$ cat config.mk
export PLATFORM = sky130hd
export DESIGN_NAME = fenwick_sched
export DESIGN_NICKNAME = d
export VERILOG_FILES = /design/src/rtl/fenwick_sched_pkg.sv /design/src/rtl/fenwick_sched_arb.sv /design/src/rtl/fenwick_sched.sv
export SDC_FILE = /design/constraint.sdc
export NUM_CORES = 1
export LEC_CHECK = 0
export ABC_AREA = 0
export CAP_MARGIN = 0
export CELL_PAD_IN_SITES_DETAIL_PLACEMENT = 1
export CELL_PAD_IN_SITES_GLOBAL_PLACEMENT = 2
export CORE_MARGIN = 2
export CORE_UTILIZATION = 22
export CTS_CLUSTER_DIAMETER = 120
export CTS_CLUSTER_SIZE = 14
export DETAILED_ROUTE_END_ITERATION = 7
export GPL_TIMING_DRIVEN = 1
export PLACE_DENSITY_LB_ADDON = 0.25
export SLEW_MARGIN = 20
export SYNTH_ARGS = -nofsm -noshare
export SYNTH_HDL_FRONTEND = slang
export SYNTH_SLANG_ARGS = --single-unit
$ cat constraint.sdc
create_clock -name clk -period 1.3 [get_ports clk]
set_input_delay 0.195 -clock clk [delete_from_list [all_inputs] [get_ports clk]]
set_output_delay 0.195 -clock clk [all_outputs]
set_load 0.01 [all_outputs]
$ cat src/rtl/fenwick_sched_pkg.sv
// Shared constants for the FENWICK front-end scheduler.
// Command codes, index width and FSM encoding.
package fenwick_sched_pkg;

  localparam int IDX_W = 3;

  localparam logic [1:0] FW_UPD  = 2'b00;
  localparam logic [1:0] FW_QSET = 2'b11;
  localparam logic [1:0] FW_QRD  = 2'b01;

  typedef enum logic [1:0] {
    S_IDLE,
    S_UPD,
    S_QSET,
    S_QRD
  } state_t;

endpackage

$ cat src/rtl/fenwick_sched_arb.sv
// Two-way round-robin grant; the last winner yields
// on conflict and is only updated when advance is high.
module rr_arb2 (
  input  logic       clk,
  input  logic       reset,
  input  logic [1:0] req,
  input  logic       advance,
  output logic [1:0] grant
);

  logic last;

  always_comb begin
    grant = 2'b00;
    unique case (1'b1)
      req == 2'b11: grant = last ? 2'b01 : 2'b10;
      req == 2'b01: grant = 2'b01;
      req == 2'b10: grant = 2'b10;
      default:      grant = 2'b00;
    endcase
  end

  always_ff @(posedge clk or negedge reset) begin
    if (!reset) begin
      last <= 1'b1;
    end else if (advance) begin
      last <= grant[1];
    end
  end

endmodule

$ cat src/rtl/fenwick_sched.sv
// Shares one FENWICK XOR-tree between two requesters,
// sequencing updates and two-cycle queries.
module fenwick_sched
  import fenwick_sched_pkg::*;
(
  input  logic               clk,
  input  logic               reset,
  input  logic [1:0]         req_valid,
  output logic [1:0]         req_ready,
  input  logic [1:0]         req_op,
  input  logic [2*IDX_W-1:0] req_idx,
  input  logic [1:0]         req_val,
  output logic [1:0]         rsp_valid,
  output logic               rsp_data,
  output logic [1:0]         fw_inst,
  output logic [IDX_W-1:0]   fw_idx,
  output logic               fw_val,
  input  logic               fw_rangexor
);

  state_t state, nxt;

  logic [1:0]       grant;
  logic             issue;
  logic             accept;
  logic             sel;
  logic             id;
  logic             sel_op;
  logic             sel_val;
  logic [IDX_W-1:0] sel_idx;

  // Every state except QSET ends an operation.
  assign issue     = state != S_QSET;
  assign req_ready = issue ? grant : 2'b00;
  assign accept    = |(req_valid & req_ready);
  assign sel       = req_ready[1];
  assign sel_op    = req_op[sel];
  assign sel_val   = req_val[sel];
  assign sel_idx   = sel ? req_idx[2*IDX_W-1:IDX_W]
                         : req_idx[IDX_W-1:0];

  rr_arb2 u_arb (
    .clk     (clk),
    .reset   (reset),
    .req     (req_valid),
    .advance (accept),
    .grant   (grant)
  );

  always_ff @(posedge clk or negedge reset) begin
    if (!reset) begin
      state <= S_IDLE;
    end else begin
      state <= nxt;
    end
  end

  always_comb begin
    nxt = S_IDLE;
    unique case (1'b1)
      !issue: nxt = S_QRD;
      accept: nxt = sel_op ? S_QSET : S_UPD;
      default: nxt = S_IDLE;
    endcase
  end

  always_ff @(posedge clk or negedge reset) begin
    if (!reset) begin
      fw_inst   <= FW_UPD;
      fw_idx    <= '0;
      fw_val    <= 1'b0;
      id        <= 1'b0;
      rsp_valid <= 2'b00;
      rsp_data  <= 1'b0;
    end else begin
      rsp_valid <= 2'b00;
      if (state == S_QRD) begin
        rsp_valid <= id ? 2'b10 : 2'b01;
        rsp_data  <= fw_rangexor;
      end
      unique case (1'b1)
        accept: begin
          fw_inst <= sel_op ? FW_QSET : FW_UPD;
          fw_idx  <= sel_idx;
          fw_val  <= sel_val;
          id      <= sel;
        end
        state == S_QSET: fw_inst <= FW_QRD;
        default: begin
          fw_inst <= FW_UPD;
          fw_idx  <= '0;
          fw_val  <= 1'b0;
        end
      endcase
    end
  end

endmodule

== Yosys cells after proc, flatten, opt, wreduce, memory -nomap -nowiden ==
Index checks and enable logic that the tools add are counted.

* Order comparisons: 1
* Eq/ne operators: 6
* Mux-type cells: 16
* Bitwise operators: 1
* Reductions and logical operators: 2

{| class="wikitable"
|+ Operators by type and width
! kind !! number
|-
| 2-bit 2-to-1 mux || 6
|-
| 2-bit == test (second input constant) || 4
|-
| 2-bit case mux with 2 select lines || 2
|-
| 2-bit case mux with 3 select lines || 1
|-
| 3-bit case mux with 2 select lines || 1
|-
| 1-bit 2-to-1 mux || 4
|-
| 3-bit 2-to-1 mux || 1
|-
| 2-bit AND || 1
|-
| 2-bit by 1-bit == test with 1-bit output (second input constant) || 1
|-
| 1-bit by 2-bit < comparator with 1-bit output (second input constant) || 1
|-
| 2-bit != test (second input constant) || 1
|-
| 1-bit case mux with 2 select lines || 1
|-
| 2-bit OR reduction || 1
|-
| 1-bit zero test || 1
|}

* Bits in registers: 13
* Bits of input ports: 15

== Longest topological paths before layout ==
Gate-level depths: netlist of run 1.

* Depth after elaboration: 7
* Mapped depth: 4
* Mapped depth without buffers: 3

== By module ==
From an unflattened synthesis of run 1, not the netlist that was laid out.

* Cell total of the unflattened synthesis: 49
* Area, all modules: 614.3 µm²

{| class="wikitable"
|+ Modules (own cells, without submodules)
! module !! times used !! cells each !! area an instance (µm²) !! seq. area each (µm²)
|-
| fenwick_sched || 1 || 44 || 550.5 || 275.3
|-
| rr_arb2 || 1 || 5 || 63.8 || 26.3
|}

== Least setup slack after synthesis of run 1 ==
No wires, ideal clock.

* Path kind: register -> register
* Start: register u_arb.last
* End: register fw_inst[0]
* Setup time: 131 ps
* Arrival time: 1057 ps
* Setup slack: 112 ps
* Cell stages (with the launch flop): 5
* Buffers on the path: 1
* Cells stage by stage: dfstp_2 -> a21bo_1 -> buf_6 -> mux2i_2 -> o21ai_0

* Cells in the longest elaborated chain, start to end: 7
* Elaborated cells between the ends (all ways): 9

{| class="wikitable"
|+ RTL lines
! item !! RTL line !! source
|-
| from (decl) || fenwick_sched_arb.sv:11 || <nowiki>logic last;</nowiki>
|-
| from (signal assigned) || fenwick_sched_arb.sv:27 || <nowiki>last <= grant[1];</nowiki>
|-
| 2-bit 2-to-1 mux * || fenwick_sched_arb.sv:16 || <nowiki>req == 2'b11: grant = last ? 2'b01 : 2'b10;</nowiki>
|-
| 2-bit case mux with 3 select lines * || fenwick_sched_arb.sv:15 || <nowiki>unique case (1'b1)</nowiki>
|-
| 2-bit 2-to-1 mux * || fenwick_sched.sv:34 || <nowiki>assign req_ready = issue ? grant : 2'b00;</nowiki>
|-
| 1-bit 2-to-1 mux (not written as such) (2 in a row) || fenwick_sched.sv:37 || <nowiki>assign sel_op = req_op[sel];</nowiki>
|-
| 2-bit 2-to-1 mux || fenwick_sched.sv:83 || <nowiki>fw_inst <= sel_op ? FW_QSET : FW_UPD;</nowiki>
|-
| 2-bit case mux with 2 select lines * || fenwick_sched.sv:81 || <nowiki>unique case (1'b1)</nowiki>
|-
| to (signal assigned) || fenwick_sched.sv:83 ||
|-
| to (decl) || fenwick_sched.sv:15 || <nowiki>output logic [1:0] fw_inst,</nowiki>
|}

Mark *: on every way between the ends. The rest lies on a longest branch, timed or not. The select of a mux whose other input is x is not followed.
A chain may end at the register's enable or synchronous reset.

== Worst setup path in the final report of run 1 ==
* Start: register u_arb.last
* End: output req_ready[1]

* Cells in the longest elaborated chain, start to end: 3

{| class="wikitable"
|+ RTL lines
! item !! RTL line !! source
|-
| 2-bit 2-to-1 mux || fenwick_sched_arb.sv:16 ||
|-
| 2-bit case mux with 3 select lines || fenwick_sched_arb.sv:15 ||
|-
| 2-bit 2-to-1 mux || fenwick_sched.sv:34 ||
|-
| to (decl) || fenwick_sched.sv:9 || <nowiki>output logic [1:0] req_ready,</nowiki>
|}

Every way passes these cells.

==> results of run 1 <==
-- power by group through the flow --
stage	clock, mW	sequential (mW)	combinational, mW
detailed placement	0	0.536	0.508
global placement	0	0.531	0.504
CTS	0.316	0.526	0.455
floorplan	0	0.560	0.168
global route	0.338	0.538	0.514
finish	0.297	0.524	0.465
-- sequential cells by signal (all words and copies together) (netlist names) --
name	cells
fw_idx	3
fw_inst	2
rsp_valid	2
fw_val	1
id	1
rsp_data	1
state	1
u_arb.last	1
-- repair_timing --
action / 4_1_cts / 5_1_grt
pin swaps: 1 / 3
setup endpoints to repair: 14 / 6
buffers inserted: 0 / 1
resized for setup: 22 / 5
-- logic make-up after synthesis --
logic type             Yosys count
AO/OA/AOI/OAI                   11
buffers and inverters            2
flip-flops                      12
multiplexers                     5
AND/OR/NAND/NOR                 17
-- per-layer routing --
| layer | global-route usage | wire length (microns) |
|---|---|---|
| met5 | 0 | 0 |
| met4 | 0.0641 | 0 |
| met3 | 0.0339 | 82 |
| met2 | 0.177 | 633 |
| met1 | 0.132 | 572 |
-- synthesized netlist by cell type, drive strengths merged --
| master | number | area share |
|---|---|---|
| a21oi | 1 | 0.0095 |
| nand2 | 6 | 0.043 |
| nor2b | 1 | 0.012 |
| buf | 2 | 0.036 |
| or2 | 1 | 0.012 |
| mux2 | 1 | 0.021 |
| dfrtp | 11 | 0.52 |
| a21o | 3 | 0.043 |
| dfstp | 1 | 0.050 |
| o21ai | 4 | 0.038 |
| and3 | 1 | 0.012 |
| a21bo | 1 | 0.019 |
| nand2b | 1 | 0.012 |
| or2b | 1 | 0.014 |
| mux2i | 4 | 0.083 |
| a32oi | 1 | 0.017 |
| a21boi | 1 | 0.014 |
| nor2 | 6 | 0.043 |
-- stage by stage --
stage / worst slack, ns / hold WS (ns) / instance area, sq um / setup TNS, ns
finish: -0.0688 / 0.223 / 923 / -0.112
global route: -0.118 / 0.214 / 923 / -0.387
CTS: -0.0747 / 0.222 / 906 / -0.203
detailed placement: -0.512 / 0.443 / 883 / -2.58
global placement: -0.480 / 0.442 / 883 / -2.20
floorplan: 0.112 / -0.101 / 527 / 0
-- worst paths after layout --
kind	from	end	slack [ns]	cells after the start
max in group asynchronous	reset	u_arb.last$_DFFE_PN1P_	0.85	2
worst min-delay path	reset	fw_idx[1]$_DFFE_PN0P_	0.22	2
worst min register to register	id$_DFFE_PN0P_	rsp_valid[0]$_DFF_PN0_	0.46	1
worst max register to register	u_arb.last$_DFFE_PN1P_	fw_inst[0]$_DFF_PN0_	-0.01	4
min in group clk	id$_DFFE_PN0P_	rsp_valid[0]$_DFF_PN0_	0.46	1
worst max-delay path	u_arb.last$_DFFE_PN1P_	req_ready[1]	-0.07	3
-- area by class of cell --
class,instances,area share
Clock buffer,4,0.0393
Multi-Input combinational cell,33,0.236
Sequential cell,12,0.327
Tap cell,28,0.0379
Timing Repair Buffer,38,0.360
-- critical path, stage by stage (launching register included) --
cell     delay, ns
dfstp_2       0.57
a21bo_1       0.15
nor2_2        0.04
buf_2         0.14
==> results by group, run 1 <==
Route
  – Post-route DRC: 0
  – Vias: 487
  – Drt pass-1 iters: 2
  – Routed wire length: 1290 microns
  – Detailed Route Iter0 Violations: 1
  – Post-route ant nets: 0
  – Via density: 4.23
  – Wirelength per Cell: 11.2 microns

Critical path
  – CP endpoint kind: primary output
  – Crit path arrival time: 1.17 ns
  – Crit-path max FO: 4
  – Kind of critical path: register to primary output
  – Startpoint Class: register
  – CP required: 1.11 ns

Cells and area
  – Multi-input gate area: 218 sq um
  – Final Core Density: 0.413
  – Area growth, synth to finish: 75.3%
  – Share of cells above drive strength 1: 0.276
  – Nets@finish: 103
  – Commonest cells after routing, fill and taps aside: clkdlybuf4s50_1 (12), dfrtp_1 (11), buf_4 (11)
  – Final non-filler cell total: 115
  – Diodes inserted: 0
  – # fillers: 274
  – Most common cell after layout, fill and taps aside: clkdlybuf4s50_1
  – Register area: 302 sq um

GRT
  – First-pass GRT wire length: 2170 microns
  – Total GRT Usage: 0.111
  – Vias in the first global route: 507
  – Largest net degree at the start of global routing: 13
  – Remaining Overflow, GRT: 0
  – Initial antenna violation count: 0

Logic synthesis
  – Post-synthesis simple-gate area fraction: 0.147
  – Synthesized-area fraction occupied by adder cells: 0
  – Post-synthesis mux area share: 0.105
  – Cell variety after synth: 20
  – Seq/Total Area, Yosys: 0.572
  – Main combinational cell family by area after synthesis: simple AND/OR/NAND/NOR gates
  – Warnings from Yosys: 0
  – Post-synthesis compound-gate area fraction: 0.140
  – Mean post-synth cell area: 11.2 sq um
  – Post-synthesis net count: 62
  – Synth Area in XOR/XNOR: 0
  – FF+latch count, synth: 12
  – Mapped Area: 527 sq um
  – Synth Instances: 47

Timing
  – Final clock skew: 0.00543 ns
  – Actual slew at the worst max-slew pin: 0.219 ns
  – Final setup vio count: 3
  – Final min period: 1.37 ns
  – Final Cycle Share: 1.05
  – Rel. slew slack: 0.854
  – Slew Viols, Final: 0
  – Highest clock rate: 0.731 GHz
  – Setup WS post-layout: -0.0688 ns
  – RSZ-0062 raised after global routing: true
  – Final hold vios: 0

Power and ir drop
  – Part of the power in registers: 0.407
  – Internal power: 913 uW
  – P per Cell Area: 1390 mW/mm^2
  – Worst vdd ir: 0.000611 V
  – Logic gate share of total power: 0.362
  – Net Sw Frac: 0.290
  – Clk network pwr share: 0.231
  – Psw: 373 uW
  – Overall power of the completed layout: 1.29 mW
  – Leakage: 0.466 nW

Clock network
  – CTS tree: built
  – Max Buffers Root-to-Sink: 2
  – Worst-path clk slew: 0.08 ns
  – Worst skew pair latency: 0.27 ns
  – # H-tree levels: 1
  – Clock sink total: 12
  – Hold-fix buffers, CTS: 0
  – CTS root buf: clkbuf_4
  – Total clock buffers created by CTS: 3

Die
  – FP Rows: 17
  – Die Y: 52.9 microns
  – Core area: 0.00223 sq mm
  – Top Ports: 26
  – Starting Density: 0.236
  – Die area: 0.00280 sq mm
  – Die width: 52.9 microns

Placement
  – Placed Cells: 110
  – Final Wtd Congestion: 0.740
  – Dpl hpwl: 1020 microns
  – Port bufs: 25

Worst hold path
  – Hold Crit Class: primary input to async pin

Flow run
  – Max Cap Viol: 0

Run status
  – Failing checks: negative setup slack
  – Outcome: complete, but fails checks
(Power assumes the default switching activity.)
==> run 2: changes to the inputs <==
--- a/config.mk
+++ b/config.mk
@@ -15,7 +15,7 @@
 export CTS_CLUSTER_SIZE = 14
 export DETAILED_ROUTE_END_ITERATION = 7
 export GPL_TIMING_DRIVEN = 1
-export PLACE_DENSITY_LB_ADDON = 0.25
+export PLACE_DENSITY = 0.72
 export SLEW_MARGIN = 20
 export SYNTH_ARGS = -nofsm -noshare
 export SYNTH_HDL_FRONTEND = slang
==> run 2 against run 1 <==
The run still ends with negative setup slack left. Setup slack improved by 0.0045 ns. Global-route usage grew 0.26 points. Die area unchanged. Count of clock-buffer cells in the layout unchanged. Fmax increased by 0.33%. Sequential share of layout area is 0.13 points higher. Sequential cell count unchanged.
==> results by group, run 2 (synthesis gave the netlist of run 1 again) <==
Run status
  – Outcome: complete, but fails checks (unchanged)
  – Failing checks: negative setup slack (unchanged)

Cells and area
  – Area growth, synth to finish: 74.6% (was 75.3%)
  – Regs by FF count: fw_idx (3), fw_inst (2), rsp_valid (2) (unchanged)
  – Commonest cells after routing, fill and taps aside: clkdlybuf4s50_1 (12), dfrtp_1 (11), buf_4 (11) (unchanged)
  – Final Core Density: 0.412 (was 0.413)
  – Nets@finish: 102 (was 103)
  – Share of cells above drive strength 1: 0.291 (was 0.276)
  – Largest Register: fw_idx (unchanged)
  – Most common cell after layout, fill and taps aside: clkdlybuf4s50_1 (unchanged)
  – Number of flip-flops under the largest register name: 3 (unchanged)
  – Diodes inserted: 0 (unchanged)
  – Final non-filler cell total: 114 (was 115)

Critical path
  – Worst R2R End: state[0]$_DFF_PN0_ (was fw_inst[0]$_DFF_PN0_)
  – Reg2reg setup slack: -0.01 ns (about the same)
  – Crit-path max FO: 4 (unchanged)
  – Crit path arrival time: 1.17 ns (about the same)
  – Reg2Reg Depth: 4 (unchanged)
  – CP required: 1.11 ns (about the same)
  – Reg-to-reg critical path startpoint: u_arb.last$_DFFE_PN1P_ (unchanged)
  – CP endpoint kind: primary output (unchanged)
  – Startpoint Class: register (unchanged)
  – Kind of critical path: register to primary output (unchanged)

Route
  – Drt pass-1 iters: 3 (was 2)
  – Wirelength per Cell: 11.6 microns (was 11.2 microns)
  – Detailed Route Iter0 Violations: 1 (unchanged)
  – Post-route DRC: 0 (unchanged)
  – Via density: 4.30 (was 4.23)
  – Vias: 490 (was 487)
  – Routed wire length: 1330 microns (was 1290 microns)
  – Post-route ant nets: 0 (unchanged)

Timing
  – Final clock skew: 0.00416 ns (was 0.00543 ns)
  – Final hold vios: 0 (unchanged)
  – Slew Viols, Final: 0 (unchanged)
  – Final setup vio count: 4 (was 3)
  – Setup WS post-layout: -0.0643 ns (was -0.0688 ns)
  – RSZ-0062 raised after global routing: true (unchanged)
  – Highest clock rate: 0.733 GHz (was 0.731 GHz)
  – Rel. slew slack: 0.854 (about the same)
  – Final min period: 1.36 ns (was 1.37 ns)
  – Actual slew at the worst max-slew pin: 0.218 ns (was 0.219 ns)
  – Final Cycle Share: 1.05 (about the same)

Die
  – Starting Density: 0.236 (unchanged)
  – Core area: 0.00223 sq mm (unchanged)
  – FP Rows: 17 (unchanged)
  – Die area: 0.00280 sq mm (unchanged)
  – Die width: 52.9 microns (unchanged)
  – Top Ports: 26 (unchanged)
  – Die Y: 52.9 microns (unchanged)

Placement
  – Final Wtd Congestion: 0.700 (was 0.740)
  – Port bufs: 25 (unchanged)
  – Placed Cells: 110 (unchanged)
  – Dpl hpwl: 1060 microns (was 1020 microns)

GRT
  – Total GRT Usage: 0.114 (was 0.111)
  – Largest net degree at the start of global routing: 13 (unchanged)
  – Remaining Overflow, GRT: 0 (unchanged)
  – First-pass GRT wire length: 2220 microns (was 2170 microns)
  – Initial antenna violation count: 0 (unchanged)
  – Vias in the first global route: 503 (was 507)

Flow run
  – Max Cap Viol: 0 (unchanged)

Clock network
  – Clock sink total: 12 (unchanged)
  – Max Buffers Root-to-Sink: 2 (unchanged)
  – CTS root buf: clkbuf_4 (unchanged)
  – Postcts setup bufs: 0 (unchanged)
  – Worst skew pair latency: 0.27 ns (about the same)
  – Total clock buffers created by CTS: 3 (unchanged)
  – CTS tree: built (unchanged)
  – Worst-path clk slew: 0.08 ns (about the same)
  – Hold-fix buffers, CTS: 0 (unchanged)
  – # H-tree levels: 1 (unchanged)

Power and ir drop
  – Leakage: 0.458 nW (was 0.466 nW)
  – Worst vdd ir: 0.000720 V (was 0.000611 V)
  – P per Cell Area: 1400 mW/mm^2 (was 1390 mW/mm^2)

Worst hold path
  – Hold Crit Class: primary input to async pin (unchanged)
==> run 2: timing repair <==
item / in CTS / in global routing
pin swaps: 1 / 3
setup endpoints to repair: 14 / 7
gates resized for setup: 23 / 6
cloned: 0 / 0
hold endpoints to repair: 0 / 0
==> run 2: worst max-delay path by stage <==
stage,start,end,slack [ns],cells after the start
after floorplan,u_arb.last$_DFFE_PN1P_,fw_inst[0]$_DFF_PN0_,0.11,4
final,u_arb.last$_DFFE_PN1P_,req_ready[1],-0.06,3
after CTS,u_arb.last$_DFFE_PN1P_,req_ready[1],-0.08,3
after detailed placement,req_valid[1],req_ready[1],-0.49,4
after global placement,req_valid[1],req_ready[1],-0.48,4
after global routing,u_arb.last$_DFFE_PN1P_,req_ready[1],-0.12,3
==> run 2: final cells by class <==
type / count / area (sq um)
Clock buffer: 4 / 36.3
Fill cell: 264 / 1310
Multi-Input combinational cell: 33 / 225
Sequential cell: 12 / 302
Tap cell: 28 / 35.0
Timing Repair Buffer: 37 / 322
==> run 2: metrics by stage <==
| stage | cell area (sq um) | power [mW] | hold WS [ns] | TNS [ns] | worst slack (ns) |
|---|---|---|---|---|---|
| CTS | 908 | 1.30 | 0.204 | -0.175 | -0.0822 |
| floorplan | 527 | 0.728 | -0.101 | 0 | 0.112 |
| global placement | 883 | 1.04 | 0.440 | -2.15 | -0.479 |
| detailed placement | 883 | 1.05 | 0.454 | -2.56 | -0.494 |
| finish | 920 | 1.29 | 0.211 | -0.137 | -0.0643 |
| global route | 920 | 1.39 | 0.208 | -0.412 | -0.123 |
==> run 2: power breakdown <==
part / switching [mW] / internal (mW)
combinational: 0.203 / 0.264
sequential: 0.0486 / 0.474
clock: 0.126 / 0.170
==> run 2: per-layer routing <==
layer	global-route usage	routed length, microns	vias to the layer above
li1	-	-	238
met1	0.136	573	230
met2	0.179	642	20
met3	0.0452	95	2
met4	0.0513	16	0
met5	0	0	-
==> run 2: worst max-delay path: stages, from the launching register on <==
cell and delay (ns):
dfstp_2 0.56, a21bo_1 0.15, nor2_2 0.05, buf_2 0.14
